### src/rtl/edge_histogram_line_tracker.sv
// Edge histogram line tracker.
// Takes a YUYV camera byte stream and uses every Y byte (full horizontal
// resolution). Horizontal luma edges are counted into NUM_BINS column bins.
// On each vsync rise the bins are scanned, the strongest column is published
// with its count, and the bins are cleared for the next frame.
// Optional build macro: ROW_WINDOW_EN adds row_first/row_last ports so that
// only a band of rows contributes to the histogram.

module edge_histogram_line_tracker #(
    parameter int unsigned NUM_BINS  = 16,
    parameter int unsigned BIN_WIDTH = 40,
    parameter int unsigned TAP       = 6,
    parameter int unsigned COUNT_W   = 16,
    parameter int unsigned PIX_W     = 11,
    localparam int unsigned BIN_W    = $clog2(NUM_BINS)
) (
    input  logic               pixel_clock,
    input  logic               reset,
    input  logic [7:0]         camera_data,
    input  logic               href,
    input  logic               vsync,
    input  logic [7:0]         threshold,
    input  logic [COUNT_W-1:0] min_count,
`ifdef ROW_WINDOW_EN
    input  logic [9:0]         row_first,
    input  logic [9:0]         row_last,
`endif
    output logic [BIN_W-1:0]   line_position,
    output logic [COUNT_W-1:0] max_count,
    output logic               line_found,
    output logic               result_valid,
    output logic               busy
);

    typedef enum logic [1:0] {StAccum, StScan, StPublish, StClear} state_e;
    typedef enum logic [1:0] {PhY1, PhU, PhY2, PhV} phase_e;

    localparam logic [PIX_W-1:0]   PIX_MAX  = {PIX_W{1'b1}};
    localparam logic [COUNT_W-1:0] CNT_MAX  = {COUNT_W{1'b1}};
    localparam logic [BIN_W-1:0]   LAST_BIN = BIN_W'(NUM_BINS - 1);

    state_e              state_q, state_d;
    phase_e              phase_q;
    logic [PIX_W-1:0]    pix_idx_q;
    // Previous TAP luma samples; together with the incoming byte they form
    // the (TAP+1)-sample window, so the edge test needs no extra pipeline stage.
    logic [7:0]          y_q [TAP];
    logic [COUNT_W-1:0]  bins_q [NUM_BINS];
    logic                vsync_q;

    logic [BIN_W-1:0]    scan_idx_q, scan_idx_d;
    logic [BIN_W-1:0]    cand_idx_q, cand_idx_d;
    logic [COUNT_W-1:0]  cand_cnt_q, cand_cnt_d;

    logic [BIN_W-1:0]    line_position_d;
    logic [COUNT_W-1:0]  max_count_d;
    logic                line_found_d;
    logic                result_valid_d;

    logic                y_byte;
    logic                vsync_rise;
    logic                tap_ok;
    logic                is_edge;
    logic                row_ok;
    logic                bin_inc;
    logic [BIN_W-1:0]    bin_sel;
    logic signed [8:0]   delta;
    logic signed [8:0]   thr_pos;
    logic signed [8:0]   thr_neg;
    logic [31:0]         quot;

    assign y_byte     = href && ((phase_q == PhY1) || (phase_q == PhY2));
    assign vsync_rise = vsync && !vsync_q;
    assign busy       = (state_q != StAccum);

    // Byte phase tracking; href low realigns to the first Y byte.
    always_ff @(posedge pixel_clock or posedge reset) begin
        if (reset) begin
            phase_q <= PhY1;
        end else if (!href) begin
            phase_q <= PhY1;
        end else begin
            unique case (phase_q)
                PhY1:    phase_q <= PhU;
                PhU:     phase_q <= PhY2;
                PhY2:    phase_q <= PhV;
                default: phase_q <= PhY1;
            endcase
        end
    end

    // Pixel index within the line, saturating.
    always_ff @(posedge pixel_clock or posedge reset) begin
        if (reset) begin
            pix_idx_q <= '0;
        end else if (!href) begin
            pix_idx_q <= '0;
        end else if (y_byte && (pix_idx_q != PIX_MAX)) begin
            pix_idx_q <= pix_idx_q + 1'b1;
        end
    end

    // Luma shift register, advanced on every Y byte.
    always_ff @(posedge pixel_clock or posedge reset) begin
        if (reset) begin
            for (int i = 0; i < int'(TAP); i++) begin
                y_q[i] <= '0;
            end
        end else if (y_byte) begin
            y_q[0] <= camera_data;
            for (int i = 1; i < int'(TAP); i++) begin
                y_q[i] <= y_q[i-1];
            end
        end
    end

    // Edge detection on newest minus oldest sample, strict threshold compare.
    always_comb begin
        delta   = $signed({1'b0, camera_data}) - $signed({1'b0, y_q[TAP-1]});
        thr_pos = $signed({1'b0, threshold});
        thr_neg = -thr_pos;
        is_edge = (delta > thr_pos) || (delta < thr_neg);
        tap_ok  = (pix_idx_q >= PIX_W'(TAP));
    end

    // Column bin select; pixels past the last full bin fold into the last bin.
    always_comb begin
        quot = 32'(pix_idx_q) / BIN_WIDTH;
        if (quot >= NUM_BINS) begin
            bin_sel = LAST_BIN;
        end else begin
            bin_sel = BIN_W'(quot);
        end
    end

    // Previous vsync for rise detection.
    always_ff @(posedge pixel_clock or posedge reset) begin
        if (reset) begin
            vsync_q <= 1'b0;
        end else begin
            vsync_q <= vsync;
        end
    end

`ifdef ROW_WINDOW_EN
    logic       href_q;
    logic [9:0] row_q;

    // Row counter: cleared at frame start, advanced at the end of each line.
    always_ff @(posedge pixel_clock or posedge reset) begin
        if (reset) begin
            href_q <= 1'b0;
            row_q  <= '0;
        end else begin
            href_q <= href;
            if (vsync_rise) begin
                row_q <= '0;
            end else if (href_q && !href && (row_q != 10'h3ff)) begin
                row_q <= row_q + 1'b1;
            end
        end
    end

    assign row_ok = (row_q >= row_first) && (row_q <= row_last);
`else
    assign row_ok = 1'b1;
`endif

    assign bin_inc = (state_q == StAccum) && y_byte && tap_ok && is_edge && row_ok;

    // Histogram bins: saturating increment while accumulating, bulk clear after publish.
    always_ff @(posedge pixel_clock or posedge reset) begin
        if (reset) begin
            for (int i = 0; i < int'(NUM_BINS); i++) begin
                bins_q[i] <= '0;
            end
        end else if (state_q == StClear) begin
            for (int i = 0; i < int'(NUM_BINS); i++) begin
                bins_q[i] <= '0;
            end
        end else if (bin_inc && (bins_q[bin_sel] != CNT_MAX)) begin
            bins_q[bin_sel] <= bins_q[bin_sel] + 1'b1;
        end
    end

    // FSM and scan datapath registers.
    always_ff @(posedge pixel_clock or posedge reset) begin
        if (reset) begin
            state_q       <= StAccum;
            scan_idx_q    <= '0;
            cand_idx_q    <= '0;
            cand_cnt_q    <= '0;
            line_position <= '0;
            max_count     <= '0;
            line_found    <= 1'b0;
            result_valid  <= 1'b0;
        end else begin
            state_q       <= state_d;
            scan_idx_q    <= scan_idx_d;
            cand_idx_q    <= cand_idx_d;
            cand_cnt_q    <= cand_cnt_d;
            line_position <= line_position_d;
            max_count     <= max_count_d;
            line_found    <= line_found_d;
            result_valid  <= result_valid_d;
        end
    end

    // Next state, argmax scan (ties keep the lowest index) and publish.
    always_comb begin
        state_d         = state_q;
        scan_idx_d      = scan_idx_q;
        cand_idx_d      = cand_idx_q;
        cand_cnt_d      = cand_cnt_q;
        line_position_d = line_position;
        max_count_d     = max_count;
        line_found_d    = line_found;
        result_valid_d  = 1'b0;
        unique case (state_q)
            StAccum: begin
                if (vsync_rise) begin
                    state_d    = StScan;
                    scan_idx_d = '0;
                end
            end
            StScan: begin
                if ((scan_idx_q == '0) || (bins_q[scan_idx_q] > cand_cnt_q)) begin
                    cand_idx_d = scan_idx_q;
                    cand_cnt_d = bins_q[scan_idx_q];
                end
                if (scan_idx_q == LAST_BIN) begin
                    state_d = StPublish;
                end else begin
                    scan_idx_d = scan_idx_q + 1'b1;
                end
            end
            StPublish: begin
                line_position_d = cand_idx_q;
                max_count_d     = cand_cnt_q;
                line_found_d    = (cand_cnt_q >= min_count);
                result_valid_d  = 1'b1;
                state_d         = StClear;
            end
            StClear: begin
                state_d = StAccum;
            end
            default: begin
                state_d = StAccum;
            end
        endcase
    end

endmodule

### config.mk
export PLATFORM = sky130hd
export DESIGN_NAME = edge_histogram_line_tracker
export DESIGN_NICKNAME = d
export VERILOG_FILES = /design/src/rtl/edge_histogram_line_tracker.sv
export SDC_FILE = /design/constraint.sdc
export NUM_CORES = 1
export LEC_CHECK = 0
export CORE_AREA = 10 10 311 313
export DETAILED_ROUTE_END_ITERATION = 10
export DIE_AREA = 0 0 321 323
export SLEW_MARGIN = 20
export SYNTH_ARGS = -nofsm -noshare
export SYNTH_HDL_FRONTEND = slang
export SYNTH_SLANG_ARGS = --single-unit
### constraint.sdc
create_clock -name pixel_clock -period 13.6 [get_ports pixel_clock]
set_input_delay 2.72 -clock pixel_clock [delete_from_list [all_inputs] [get_ports pixel_clock]]
set_output_delay 2.72 -clock pixel_clock [all_outputs]
set_load 0.03 [all_outputs]
==> impl_metrics.env <==
export IMPL_synth_ff_type="sky130_fd_sc_hd__dfrtp_1"
export IMPL_cp_max_fo=45
export IMPL_grt_pass1_vias=18094
export IMPL_netlist_instances=2237
export IMPL_slowest_stage_delay_cp_ps=850
export IMPL_synth_edf_count=0
export IMPL_port_buffers=58
export IMPL_cpMaxStageDelayCell="sky130_fd_sc_hd__a2111oi_1"
export IMPL_routed_via_count=18595
export IMPL_finalMaxSlewViolations=0
export IMPL_synth_largest_area_cell="sky130_fd_sc_hd__dfrtp_1"
export IMPL_maxCapViolations=0
export IMPL_vdd_ir_drop_max_mv=0.1200
export IMPL_antenna_found_initial=2
export IMPL_area_delta_synth_final_pct=14.66
export IMPL_design_portCount=59
export IMPL_slew_limit_headroom=0.1335
export IMPL_worst_endpoint_data_arrival_time_ps=10000
export IMPL_numClockSinks=365
export IMPL_globalRoute_totalOverflow=0
export IMPL_crit_family="simple AND/OR/NAND/NOR gates"
export IMPL_postSynthAreaPerCell_um2=10.03
export IMPL_cts_resized=0
export IMPL_cts_hold_buffers_added=0
export IMPL_num_fill_cells=9507
export IMPL_floorplan_rows=111
export IMPL_setup_violations=0
export IMPL_hold_violations=0
export IMPL_p_leak_nw=10.13
export IMPL_global_route_usage_total=0.1398
export IMPL_leading_cell_type_by_number_of_instances_after_synthesis="sky130_fd_sc_hd__dfrtp_1"
export IMPL_fraction_of_layout_instances_using_a_drive_strength_above_1=0.1678
export IMPL_outcome="complete, no violations"
export IMPL_avgViaCountPerCell=5.444
export IMPL_ctsHtreeMaxLevel=2
export IMPL_critPathMostFrequentCell="sky130_fd_sc_hd__buf_4"
export IMPL_setup_bufs_post_cts=0
export IMPL_netlist_area_um2=22440
export IMPL_synth_cell_type_count=100
export IMPL_detailed_place_hpwl_um=46280
export IMPL_fmax_mhz=104.9
export IMPL_avgRoutedWirePerCell_um=21.69
export IMPL_post_synthesis_net_count=2342
export IMPL_synth_sequential_area_ratio=0.4070
export IMPL_timing_critical_path_to_type="flop"
export IMPL_cts_root_to_sink_buffers=3
export IMPL_final_area_um2=25730
export IMPL_layout_area_seq_um2=9141
export IMPL_min_period_ps=9537
export IMPL_yosys_area_top_type_share=0.4070
export IMPL_required_ps=14060
export IMPL_floorplan_die_width_um=321
export IMPL_clock_skew_after_layout_ps=36.19
export IMPL_setup_worst_path_class="reg2reg"
export IMPL_post_detailed_routing_wire_length_um=74090
export IMPL_type_of_the_worst_min_delay_path="reg2reg"
export IMPL_slew_at_the_pin_with_the_worst_max_slew_slack_ps=1300
export IMPL_die_area_um2=103700
export IMPL_post_route_period_util=0.7012
export IMPL_core_area_um2=90830
export IMPL_grt_pass1_wl_um=114500
export IMPL_yosys_warnings=0
export IMPL_worstSetupStartpointType="flop"
export IMPL_nNetsFinal=2305
export IMPL_tritoncts_clock_tree="yes"
export IMPL_placed_area_um2=24300
export IMPL_ys_async_sr_fraction=1.000
export IMPL_grt_max_degree=215
export IMPL_cts_buffers=40
export IMPL_rsz0062_at_grt="no"
export IMPL_firstDrtPassIters=6
export IMPL_setup_tns_final_ps=0
export IMPL_cp_num_buf_inv=6
export IMPL_worst_skew_pair_late_latency_ps=600
export IMPL_antenna_left=0
export IMPL_die_y_um=323
export IMPL_globalplace_congestion=0.8741
export IMPL_power_density_nw_per_um2=119.6
export IMPL_multi_input_combinational_cell_area_um2=12320
export IMPL_route_detailed_drc=0
export IMPL_clock_transition_at_path_regs_ps=70
export IMPL_initial_utilization=0.2471
export IMPL_flops_latches_synth=365
export IMPL_drt_first_iter_violations=2028
export IMPL_synth_area_top_cells="sky130_fd_sc_hd__dfrtp_1 41%, sky130_fd_sc_hd__mux4_2 8.0%, sky130_fd_sc_hd__a21oi_1 5.3%, sky130_fd_sc_hd__a211oi_1 5.1%, sky130_fd_sc_hd__mux2_2 4.6%"
export IMPL_synth_top_cells_by_count="365 x sky130_fd_sc_hd__dfrtp_1, 239 x sky130_fd_sc_hd__a21oi_1, 152 x sky130_fd_sc_hd__a211oi_1"
export IMPL_ctsRootBufferMaster="sky130_fd_sc_hd__clkbuf_16"
[metrics by stage]
step | power, mW | hold slack, ps | setup slack, ps | cells | utilization
finish | 3.077 | 470.0 | 4063 | 3416 | 0.2833
global route | 3.221 | 506.2 | 3458 | 3415 | 0.2833
CTS | 3.105 | 477.7 | 4108 | 3414 | 0.2829
detailed placement | 1.914 | 472.6 | 4167 | 3343 | 0.2675
global placement | 1.906 | 463.4 | 4174 | 3342 | 0.2671
floorplan | 1.719 | 444.4 | 747.9 | 2237 | -
[final cells by class]
type / count / area share
multi-input cells: 1597 / 0.4790
flip-flops and latches: 365 / 0.3553
well taps: 1186 / 0.05767
clock buffers: 49 / 0.04342
repair buffers: 117 / 0.04167
inverters: 79 / 0.01182
clock inverters: 22 / 0.01109
diodes: 1 / 0.00009725
[routing by layer]
layer,GRT usage,routed length [um],share of wire,up-vias
li1,-,-,-,8229
met1,0.1866,31330,0.42,9264
met4,0.05459,2809,0.038,0
met5,0,0,0,-
met3,0.03486,6987,0.094,180
met2,0.2152,32960,0.44,922
[kinds of logic after synthesis]
logic type | Yosys count | share of synthesized area
mux | 269 | 0.1698
compound gates | 669 | 0.1945
buf+inv | 275 | 0.05425
fa+ha+maj | 71 | 0.03975
flops | 365 | 0.4070
xor+xnor | 35 | 0.01533
simple gates | 553 | 0.1193
[worst reg2reg max path, delay by kind of cell (launching register included)]
| family | cells | cell delay (ps) |
|---|---|---|
| muxes | 1 | 430 |
| AOI/OAI and AO/OA | 7 | 2450 |
| adders and majority gates | 1 | 420 |
| DFF | 1 | 680 |
| buffers and inverters | 6 | 2220 |
| and+or+nand+nor | 10 | 3220 |
[state kept, by name, summed over array words and instances (netlist names)]
name / cells
state_q: 2
vsync_q: 1
max_count: 16
cand_idx_q: 4
result_valid: 1
cand_cnt_q: 16
line_position: 4
bins_q: 256
phase_q: 1
scan_idx_q: 4
line_found: 1
pix_idx_q: 11
y_q: 48
[path summary, 6_finish.rpt]
kind / startpoint / to / slack, ps / depth (start not counted)
hold reg to reg: y_q[10] / y_q[2] / 470 / 2
max in group asynchronous: reset / max_count[3] / 8760 / 4
hold / removal: y_q[10] / y_q[2] / 470 / 2
setup reg to reg: pix_idx_q[8] / bins_q[149] / 4060 / 25
setup / recovery: pix_idx_q[8] / bins_q[149] / 4060 / 25
min in group asynchronous: reset / y_q[44] / 2660 / 2
[cells in the final DEF (no fill, tap or decap), drive strengths merged, types with 43 or more instances in the layout]
cell type	instances
clkdlybuf4s50	58
inv	79
nand2	146
mux2	93
nand4	43
nand3	94
clkbuf	49
nor2	147
buf	59
a21oi	240
dfrtp	365
o21ai	122
ha	68
mux4	80
a211oi	165
mux2i	96
[where the power goes]
| group | switching, mW | total [mW] | internal, mW | leakage [nW] |
|---|---|---|---|---|
| logic | 0.400 | 0.659 | 0.259 | 4.47 |
| clock network | 0.489 | 1.19 | 0.700 | 0.685 |
| registers | 0.0660 | 1.23 | 1.16 | 4.98 |
Power figures use the tool's default switching activity.
==> patch (same settings) <==
The parameter `COUNT_W` goes from 16 to 18.
--- a/src/rtl/edge_histogram_line_tracker.sv
+++ b/src/rtl/edge_histogram_line_tracker.sv
@@ -11,5 +11,5 @@
     parameter int unsigned BIN_WIDTH = 40,
     parameter int unsigned TAP       = 6,
-    parameter int unsigned COUNT_W   = 16,
+    parameter int unsigned COUNT_W   = 18,
     parameter int unsigned PIX_W     = 11,
     localparam int unsigned BIN_W    = $clog2(NUM_BINS)
Ports: changed (resized max_count and min_count); port bits go from 59 to 63. No check against the original RTL was run, so the function may have changed too.
==> patch against the original RTL <==
- cell area up 2.9%
- synthesized area up 2.9%
- wire length up 0.97%
- critical path depth down 6
- sequential cell count up 36
- sequential share of layout area up 2.4 points
- power up 9.7%
- worst setup slack better by 0.75 ns
- highest routed layer is now met5
==> patch: results (changes against the original RTL) <==
{| class="wikitable"
! Metric !! Value
|-
| Slew @ Worst Pin || 1.14 ns (-0.165 ns)
|-
| Global-route wire length before repair || 114 mm (-0.58%)
|-
| Num CTS Buffers || 47 (+18%)
|-
| Clock latency reported for the late side of the worst-skew pair || ~0.61 ns
|-
| Standby leakage power || 0.0108 uW (+6.8%)
|-
| Sequential element share of the synthesized area || 0.435 (+0.0275)
|-
| Post-Synthesis Mean Instance Area || 11.4 um^2 (+14%)
|-
| Worst setup startpoint || pix_idx_q[9]
|-
| Number of nets in the final layout || 2124 (-7.9%)
|-
| Top cells by area in the synthesized netlist || dfrtp_1 (43%), mux4_2 (8.8%), a22o_1 (6.6%), o2bb2ai_1 (4.5%), mux2_2 (4.2%)
|-
| Post-CTS Setup Repair Bufs || 0 (unchanged)
|-
| Number of H-tree branching levels || 2 (unchanged)
|-
| Ratio of cells with drive above 1 in the final layout || 0.178 (+0.0102)
|-
| Leading cell types by count after synthesis || dfrtp_1 (401), nand2_1 (189), a22o_1 (173), o2bb2ai_1 (118), mux4_2 (90)
|-
| Final cell count without fillers || 3238 (-5.2%)
|-
| Via total after detailed routing || 18000 (-3.3%)
|-
| Drt initial violations || 1803 (-11%)
|-
| Largest clock skew in the final design || 0.0311 ns (-0.00510 ns)
|-
| Half-perimeter wire length after detailed placement || 46.4 mm (+0.35%)
|-
| Arrival time of the worst setup path || 9.31 ns (-0.69 ns)
|-
| First-pass iteration count of the detailed router || 7 (+1)
|-
| Crit path largest cell delay || 0.96 ns (+0.11 ns)
|-
| Quantity of I/O buffers inserted on ports || 62 (+6.9%)
|-
| Register ranked first by flip-flop count || bins_q
|-
| Worst min-delay path category || reg -> reg
|-
| Clk buf depth || 3 (unchanged)
|-
| Worst hold start || y_q[11]
|-
| Result of the run || finished, final reports clean
|-
| Hold bufs inserted after CTS || 0 (unchanged)
|-
| Dominant register cell in the synthesized netlist || dfrtp_1
|-
| Max rail drop VDD || 0.000102 V (-15%)
|-
| Pin count of the biggest net entering global routing || 179 (-17%)
|-
| Standard cell with the maximum stage delay on the critical path || a31oi_4
|-
| Quantity of gates resized following cts || 0 (unchanged)
|-
| Yosys warnings || 0 (unchanged)
|-
| Peak fanout along the critical path || 64 (+42%)
|-
| Asr flop ratio synth || 1.00 (unchanged)
|-
| Tot GR Track Use || 0.141 (+0.000799)
|-
| Clock slew seen by the registers of the worst setup and hold paths || approximately 0.060 ns
|-
| Max FFs per register || 288 (+13%)
|-
| Crit-path leading delay family || compound AO/OA/AOI/OAI gates
|-
| Top flop regs || bins_q x288, y_q x48
|-
| Gpl congestion || 0.862 (-1.4%)
|-
| Final WL || 74.8 mm (+0.97%)
|-
| Number of antenna violations at the first check in global routing || 1 (-1)
|-
| Clk root buf || clkbuf_16
|-
| Distinct cells, synth || 93 (-7.0%)
|}
==> patch: report_power, final <==
group / internal, uW / leakage [uW] / switching, uW
Combinational: 249 / 0.00454 / 488
Sequential: 1260 / 0.00549 / 61.8
Clock: 768 / 0.000791 / 554
==> patch: per-layer routing <==
layer  global-route usage  wire [um]  part of all wire
met4               0.0524       2780             0.037
met5                    0         13           0.00017
met2                0.218      33600              0.45
met1                0.189      31300              0.42
met3               0.0329       7090             0.095
==> patch: kinds of logic (layout without fill, tap and decap cells) <==
logic type,count (synthesis),count (layout),share of synthesized area
compound gates,577,577,0.209
xor+xnor,39,39,0.0148
fa+ha+maj,73,73,0.0399
buf+inv,252,277,0.0488
flops,401,401,0.435
mux,238,238,0.157
other cells,0,1,0
simple gates,446,446,0.0958
==> patch: per-stage QoR <==
step                area, um^2  worst slack, ns  power (uW)
floorplan                23100             5.48        1820
global placement         24900             5.11        2060
detailed placement       24900             5.00        2070
CTS                      26500             4.94        3400
global route             26500             4.46        3510
finish                   26500             4.82        3380
==> patch: final timing paths <==
path,to,slack (ns),cells past startpoint
hold / removal,y_q[3],0.48,2
hold reg to reg,y_q[3],0.48,2
setup / recovery,bins_q[244],4.82,19
setup reg to reg,bins_q[244],4.82,19
max in group asynchronous,bins_q[128],8.82,4
min in group asynchronous,max_count[12],2.53,2
==> patch: final cells by class <==
| type | instances | area [um^2] |
|---|---|---|
| inverters | 83 | 315 |
| fillers | 9311 | 64300 |
| diodes | 1 | 2.50 |
| clock inverters | 25 | 285 |
| clock buffers | 62 | 1320 |
| well taps | 1186 | 1480 |
| flip-flops and latches | 401 | 10000 |
| multi-input cells | 1373 | 12100 |
| repair buffers | 107 | 971 |
